--- config.mk ---
export PLATFORM = sky130hd
export DESIGN_NAME = mem_access_unit
export DESIGN_NICKNAME = d
export VERILOG_FILES = /design/src/rtl/mem_pkg.sv /design/src/rtl/mem_lane_align.sv /design/src/rtl/mem_access_unit.sv
export SDC_FILE = /design/constraint.sdc
export NUM_CORES = 1
export LEC_CHECK = 0
export CORE_AREA = 2 2 79 81
export DETAILED_ROUTE_END_ITERATION = 6
export DIE_AREA = 0 0 81 83
export PLACE_DENSITY = 0.88
export SLEW_MARGIN = 20
export SYNTH_ARGS = -nofsm -noshare
export SYNTH_HDL_FRONTEND = slang
export SYNTH_SLANG_ARGS = --single-unit
--- constraint.sdc ---
create_clock -name vclk -period 5.7
set_clock_uncertainty 0.05 [all_clocks]
set_input_delay 1.71 -clock vclk [all_inputs]
set_output_delay 1.71 -clock vclk [all_outputs]
set_load 0.05 [all_outputs]
--- src/rtl/mem_pkg.sv ---
// Shared definitions for the memory-stage access controller: op encodings, FSM states, default depth.
package mem_pkg;

  localparam int DM_DEPTH_DEFAULT = 128;

  typedef enum logic [2:0] {
    OP_LW  = 3'd0,
    OP_LH  = 3'd1,
    OP_LHU = 3'd2,
    OP_LB  = 3'd3,
    OP_LBU = 3'd4,
    OP_SW  = 3'd5,
    OP_SH  = 3'd6,
    OP_SB  = 3'd7
  } mem_op_e;

  typedef enum logic {
    ST_IDLE  = 1'b0,
    ST_MERGE = 1'b1
  } mau_state_e;

endpackage

--- src/rtl/mem_lane_align.sv ---
// Lane extract (sign/zero-extended loads) and lane merge (sub-word stores); only built with MEM_SUBWORD_EN.
// Latency: purely combinational.
// Backpressure: none; the caller owns sequencing.
`ifdef MEM_SUBWORD_EN
module mem_lane_align
  import mem_pkg::*;
(
  input  logic [2:0]  op,
  input  logic [1:0]  byte_off,
  input  logic [31:0] rd_word,
  input  logic [15:0] wdata,
  output logic [31:0] load_data,
  output logic [31:0] merge_word
);

  logic [7:0]  sel_byte;
  logic [15:0] sel_half;

  // Little-endian lanes: byte k sits at bits 8k+7:8k.
  assign sel_byte = rd_word[{byte_off, 3'b000} +: 8];
  assign sel_half = byte_off[1] ? rd_word[31:16] : rd_word[15:0];

  always_comb begin
    load_data  = rd_word;
    merge_word = rd_word;
    case (mem_op_e'(op))
      OP_LH:   load_data = {{16{sel_half[15]}}, sel_half};
      OP_LHU:  load_data = {16'h0000, sel_half};
      OP_LB:   load_data = {{24{sel_byte[7]}}, sel_byte};
      OP_LBU:  load_data = {24'h000000, sel_byte};
      OP_SB:   merge_word[{byte_off, 3'b000} +: 8] = wdata[7:0];
      OP_SH:   merge_word[{byte_off[1], 4'b0000} +: 16] = wdata;
      default: ;
    endcase
  end

endmodule
`endif

--- src/rtl/mem_access_unit.sv ---
// Memory-stage access controller: byte address to word index, load lanes, sub-word store read-modify-write.
// Latency: loads and SW finish the same cycle; SB/SH read, stall one cycle, write on the posedge ending MERGE.
// Backpressure: stall freezes upstream for SB/SH; sub-word ops exist only with `define MEM_SUBWORD_EN.
module mem_access_unit
  import mem_pkg::*;
#(
  parameter int DM_DEPTH = DM_DEPTH_DEFAULT
) (
  input  logic        clk,
  input  logic        rst_n,
  input  logic        req_valid,
  input  logic [2:0]  req_op,
  input  logic [31:0] req_addr,
  input  logic [31:0] req_wdata,
  output logic        stall,
  output logic        done,
  output logic        fault,
  output logic [31:0] rdata,
  output logic [31:0] dm_address,
  output logic [31:0] dm_write_data,
  output logic        dm_memwrite,
  output logic        dm_memread,
  input  logic [31:0] dm_read_data
);

  localparam int AW   = $clog2(DM_DEPTH);
  localparam int PADW = 32 - AW;

  mem_op_e       op;
  logic [AW-1:0] word_idx;
  logic [31:0]   idx_ext;
  logic          op_word;
  logic          legal;
  logic          unused_addr;

  assign op       = mem_op_e'(req_op);
  // Upper address bits are dropped so accesses wrap modulo the memory depth.
  assign word_idx = req_addr[AW+1:2];
  assign idx_ext  = {{PADW{1'b0}}, word_idx};
  assign op_word  = (op == OP_LW) || (op == OP_SW);
  assign unused_addr = ^req_addr[31:AW+2];

`ifdef MEM_SUBWORD_EN
  mau_state_e    state;
  mau_state_e    state_nxt;
  logic [AW-1:0] cap_idx;
  logic [31:0]   cap_word;
  logic [31:0]   lane_rdata;
  logic [31:0]   lane_merge;
  logic          cap_en;
  logic          op_half;

  assign op_half = (op == OP_LH) || (op == OP_LHU) || (op == OP_SH);
  assign legal   = op_word ? (req_addr[1:0] == 2'b00) : (op_half ? !req_addr[0] : 1'b1);

  mem_lane_align u_lane_align (
    .op         (req_op),
    .byte_off   (req_addr[1:0]),
    .rd_word    (dm_read_data),
    .wdata      (req_wdata[15:0]),
    .load_data  (lane_rdata),
    .merge_word (lane_merge)
  );

  always_ff @(posedge clk or negedge rst_n) begin
    if (!rst_n) begin
      state    <= ST_IDLE;
      cap_idx  <= '0;
      cap_word <= '0;
    end else begin
      state <= state_nxt;
      if (cap_en) begin
        cap_idx  <= word_idx;
        cap_word <= lane_merge;
      end
    end
  end
`else
  assign legal = op_word && (req_addr[1:0] == 2'b00);
`endif

  always_comb begin
    stall         = 1'b0;
    done          = 1'b0;
    fault         = 1'b0;
    rdata         = '0;
    dm_address    = '0;
    dm_write_data = '0;
    dm_memwrite   = 1'b0;
    dm_memread    = 1'b0;
`ifdef MEM_SUBWORD_EN
    state_nxt     = state;
    cap_en        = 1'b0;
`endif
    // Outputs are held quiet while reset is asserted, which also aborts an in-flight merge write.
    if (rst_n) begin
`ifdef MEM_SUBWORD_EN
      if (state == ST_MERGE) begin
        dm_address    = {{PADW{1'b0}}, cap_idx};
        dm_write_data = cap_word;
        dm_memwrite   = 1'b1;
        done          = 1'b1;
        state_nxt     = ST_IDLE;
      end else
`endif
      if (req_valid) begin
        if (!legal) begin
          fault = 1'b1;
        end else begin
          dm_address = idx_ext;
          case (op)
            OP_SW: begin
              dm_memwrite   = 1'b1;
              dm_write_data = req_wdata;
              done          = 1'b1;
            end
`ifdef MEM_SUBWORD_EN
            OP_SB, OP_SH: begin
              dm_memread = 1'b1;
              stall      = 1'b1;
              cap_en     = 1'b1;
              state_nxt  = ST_MERGE;
            end
            default: begin
              dm_memread = 1'b1;
              rdata      = lane_rdata;
              done       = 1'b1;
            end
`else
            default: begin
              dm_memread = 1'b1;
              rdata      = dm_read_data;
              done       = 1'b1;
            end
`endif
          endcase
        end
      end
    end
  end

endmodule

* After elaboration in Yosys (flattened, before gate mapping)
Cells that the tools add are included.
** Cells by class
- Reductions and logical operators :: 4
- Equal/unequal tests :: 1
- Mux-type cells :: 25
** Operator list (number)
- 2-to-1 mux 32 bit :: 8
- 2-to-1 mux 7 bit :: 3
- 2-to-1 mux 1 bit :: 14
- == test 3 bit (second input constant) :: 1
- logical NOT 3 bit :: 1
- logical NOT 2 bit :: 1
- logical AND 1 bit :: 1
- logical OR 1 bit :: 1
** Word-level totals
- Bits of input ports :: 102
- Output and inout port bits :: 101
- Bits in registers :: 0
- Word-level logic and storage cells :: 30

* Longest topological paths before layout
- Depth after elaboration :: 6
- Gate-level depth with buffers :: 5
- Mapped depth without buffers :: 2

* Least setup slack after synthesis
Ideal clock, no wire load.
- Kind :: in2out
- From :: input req_op[1]
- To :: output dm_address[4]
- Stages on the path :: 3
- Path buffers :: 1
- Arrival :: 3893 ps
- Setup slack :: 47 ps
- Required time :: 3940 ps
- Path through :: or3_4 > buf_2 > nor4b_1
** Between the ends
- Word-level cells in the longest chain between the ends :: 6
- Elaborated cells on any way between the ends :: 7
- Those cells by class :: eq/ne (1); mux (3); reduce/logical (3)
** RTL lines
- start: declaration :: line mem_access_unit.sv:12 : input logic [2:0] req_op,
- == test 3 bit / logical NOT 3 bit (equally long branches) :: line mem_access_unit.sv:40 : assign op_word = (op == OP_LW) || (op == OP_SW);
- logical OR 1 bit (*) :: line mem_access_unit.sv:40
- logical AND 1 bit (*) :: line mem_access_unit.sv:79 : assign legal = op_word && (req_addr[1:0] == 2'b00);
- 2-to-1 mux 7 bit (*) :: line mem_access_unit.sv:107 : if (!legal) begin
- 2-to-1 mux 7 bit (*) :: line mem_access_unit.sv:106 : if (req_valid) begin
- 2-to-1 mux 7 bit (*) :: line mem_access_unit.sv:96 : if (rst_n) begin
- end: declaration :: line mem_access_unit.sv:19 : output logic [31:0] dm_address,
Every way passes the cells marked *; elsewhere a longest branch is shown, timed or not.

* Final worst setup path
- From :: input req_op[1]
- To :: output dm_write_data[1]
** Between the ends
- Word-level cells in the longest chain between the ends :: 6
- Elaborated cells on any way between the ends :: 8
- Those cells by class :: eq/ne (1); mux (4); reduce/logical (3)
** RTL lines
- == test 3 bit / logical NOT 3 bit (equally long branches) :: line mem_access_unit.sv:40, mem_access_unit.sv:111
- logical OR 1 bit :: line mem_access_unit.sv:40
- logical AND 1 bit :: line mem_access_unit.sv:79
- 2-to-1 mux 32 bit (*) :: line mem_access_unit.sv:107
- 2-to-1 mux 32 bit (*) :: line mem_access_unit.sv:106
- 2-to-1 mux 32 bit (*) :: line mem_access_unit.sv:96
- end: declaration :: line mem_access_unit.sv:20 : output logic [31:0] dm_write_data,
Marked as above.

==> impl_metrics.csv <==
group,metric,value,unit
sta,grt_setup_unrepaired,"false",
power,p_switching,0.0920,mW
sta,post-route-min-period,5.19,ns
sta,fin_crit_sh,91.1,%
power,p_leak,1.23,nW
setup_path,slowest_delay,0.52,ns
power,pwr-share-clk,0,%
route,vias,1820,
setup_path,crit_buf_inv,3,
sta,worst_pin_slew,0.559,ns
setup_path,end_kind,"output port",
sta,setup_tns,0,ns
yosys,yosysSeqAreaShare,0,%
clocking,ctsHoldBuffers,0,
setup_path,crit_family,"simple AND/OR/NAND/NOR gates",
power,seqPwrFrac,0,%
setup_path,slowest_stage,"or3_4",
sta,finalSetupViolCount,0,
placed_design,dp.cells,411,
setup_path,worstPathCellList,"clkdlybuf4s50_1, or3_4, buf_12, nor3_1, buf_12",
power,sw_frac_of_total,57.7,%
status,status,"finished, final reports clean",
global_routing,grt_overflow_total,0,
sta,slew_viol_final,0,
floorplanning,fp.coreArea,5820,µm²
layout,register_area,0,µm²
yosys,synthCells,199,
sta,relSlewSlack,62.2,%
global_routing,gr-usage-all-layers,14.7,%
placed_design,place_congestion,0.734,
min_path,hold_class,"in2out",
clocking,ctsResizeCount,0,
layout,final_nets,440,
yosys,ys_types,18,
route,wire_per_inst,12.9,µm
setup_path,cp.depth,5,
route,drt.antenna.violating_nets,0,
route,drt_wl_total,5.32,mm
global_routing,grt_max_degree,40,
power,ir_drop,43.4,µV
sta,fmaxAchievable,193,MHz
setup_path,cpMostUsedCell,"buf_12",
power,intPower,0.0673,mW
floorplanning,io_pins,203,
yosys,avgSynthCellArea,6.15,µm²
layout,fin_cells,411,
setup_path,path_max_fanout,35,
clocking,cts_setup_buffers,0,
layout,flops_and_latches,0,
route,dr.pass1.iters,4,
sta,hold_viol,0,
floorplanning,die_h,83,µm
min_path,min_path_cells,4,
floorplanning,rows,28,
setup_path,critPathKind,"in2out",
yosys,yosysWarnings,0,
power,p_comb_share,100.0,%
floorplanning,die_w,81,µm
floorplanning,start_util,21.0,%
layout,antennaDiodeCount,0,
layout,syn_to_final_growth,152,%
setup_path,cp.required,3.94,ns
run,maxCapViolations,0,
setup_path,cp-start-kind,"input pin",
layout,drive_above_1_share,31.5,%
setup_path,crit_arrival,3.43,ns
route,drc_errors,0,
yosys,synth_area,1220,µm²
global_routing,grt_first_pass_wirelength,8.39,mm
placed_design,place.port_buffers,153,
global_routing,grt_pass1_vias,1789,
floorplanning,dieArea,6720,µm²
route,drt-initial-drc-count,46,
power,pwr_density_cell,51.6,nW/µm²
placed_design,hpwlAfterDp,4.35,mm
global_routing,antenna_found_initial,0,
route,viasPerCell,4.43,
layout,nClkBuffers,0,
==> metrics by stage <==
stage / hold WS (ns) / utilization [%] / cell area, µm² / power [mW] / setup WS, ns
after floorplan: 3.53 / - / 1320 / 0.104 / 0.0475
after global placement: 4.03 / 53.1 / 3090 / 0.157 / 0.532
after detailed placement: 4.02 / 53.1 / 3090 / 0.159 / 0.505
after CTS: 4.02 / 53.1 / 3090 / 0.160 / 0.505
after global routing: 4.05 / 53.1 / 3090 / 0.170 / 0.377
final: 4.02 / 53.1 / 3090 / 0.159 / 0.509
==> path summary, 6_finish.rpt <==
check | startpoint | endpoint | slack (ns)
worst min-delay path | dm_read_data[21] | rdata[21] | 4.02
worst max-delay path | req_op[1] | dm_write_data[1] | 0.51
==> cells in the final DEF (no fill, tap or decap), types with 7 or more instances in the layout <==
master / Yosys / final
conb_1: 1 / 26
clkdlybuf4s50_1: 0 / 78
inv_1: 32 / 32
nor3_1: 35 / 35
buf_12: 0 / 47
nor4b_1: 7 / 7
nand3_1: 32 / 32
buf_4: 27 / 41
nor4_1: 17 / 17
nor4_2: 14 / 14
==> power by group through the flow <==
stage | registers, mW | clock network [mW] | logic [mW]
after CTS | 0 | 0 | 0.160
after detailed placement | 0 | 0 | 0.159
after global routing | 0 | 0 | 0.170
after global placement | 0 | 0 | 0.157
final | 0 | 0 | 0.159
after floorplan | 0 | 0 | 0.104
==> routing by layer <==
| metal | up-vias | GRT usage (%) | wire [µm] |
|---|---|---|---|
| met5 | - | 0 | 0 |
| met4 | 0 | 0.924 | 22 |
| met3 | 2 | 2.83 | 490 |
| met2 | 91 | 28.8 | 2920 |
| met1 | 814 | 16.5 | 1890 |
| li1 | 913 | - | - |
==> cell families after synthesis <==
kind of cell | after synthesis | share of synthesized area, %
AND/OR/NAND/NOR | 110 | 59.2
other | 1 | 0.306
XOR/XNOR | 1 | 0.716
buffers and inverters | 86 | 39.0
AO/OA/AOI/OAI | 1 | 0.818
==> Yosys cell counts (all sizes together) <==
| master | count | area (µm²) |
|---|---|---|
| nor3 | 35 | 175 |
| nor4 | 32 | 303 |
| inv | 32 | 120 |
| xor2 | 1 | 8.76 |
| o21ba | 1 | 10.0 |
| clkbuf | 11 | 41.3 |
| or3 | 1 | 11.3 |
| conb | 1 | 3.75 |
| nand3 | 32 | 160 |
| nor4b | 7 | 61.3 |
| nand2 | 2 | 7.51 |
| buf | 43 | 315 |
| or2 | 1 | 6.26 |
==> area by class of cell <==
class / instances / area (µm²)
fill: 533 / 2730
timing repair buffer: 166 / 2030
multi-input combinational: 138 / 843
inverter: 32 / 120
tap: 75 / 93.8
No activity file was read; power rests on OpenSTA's default activity.
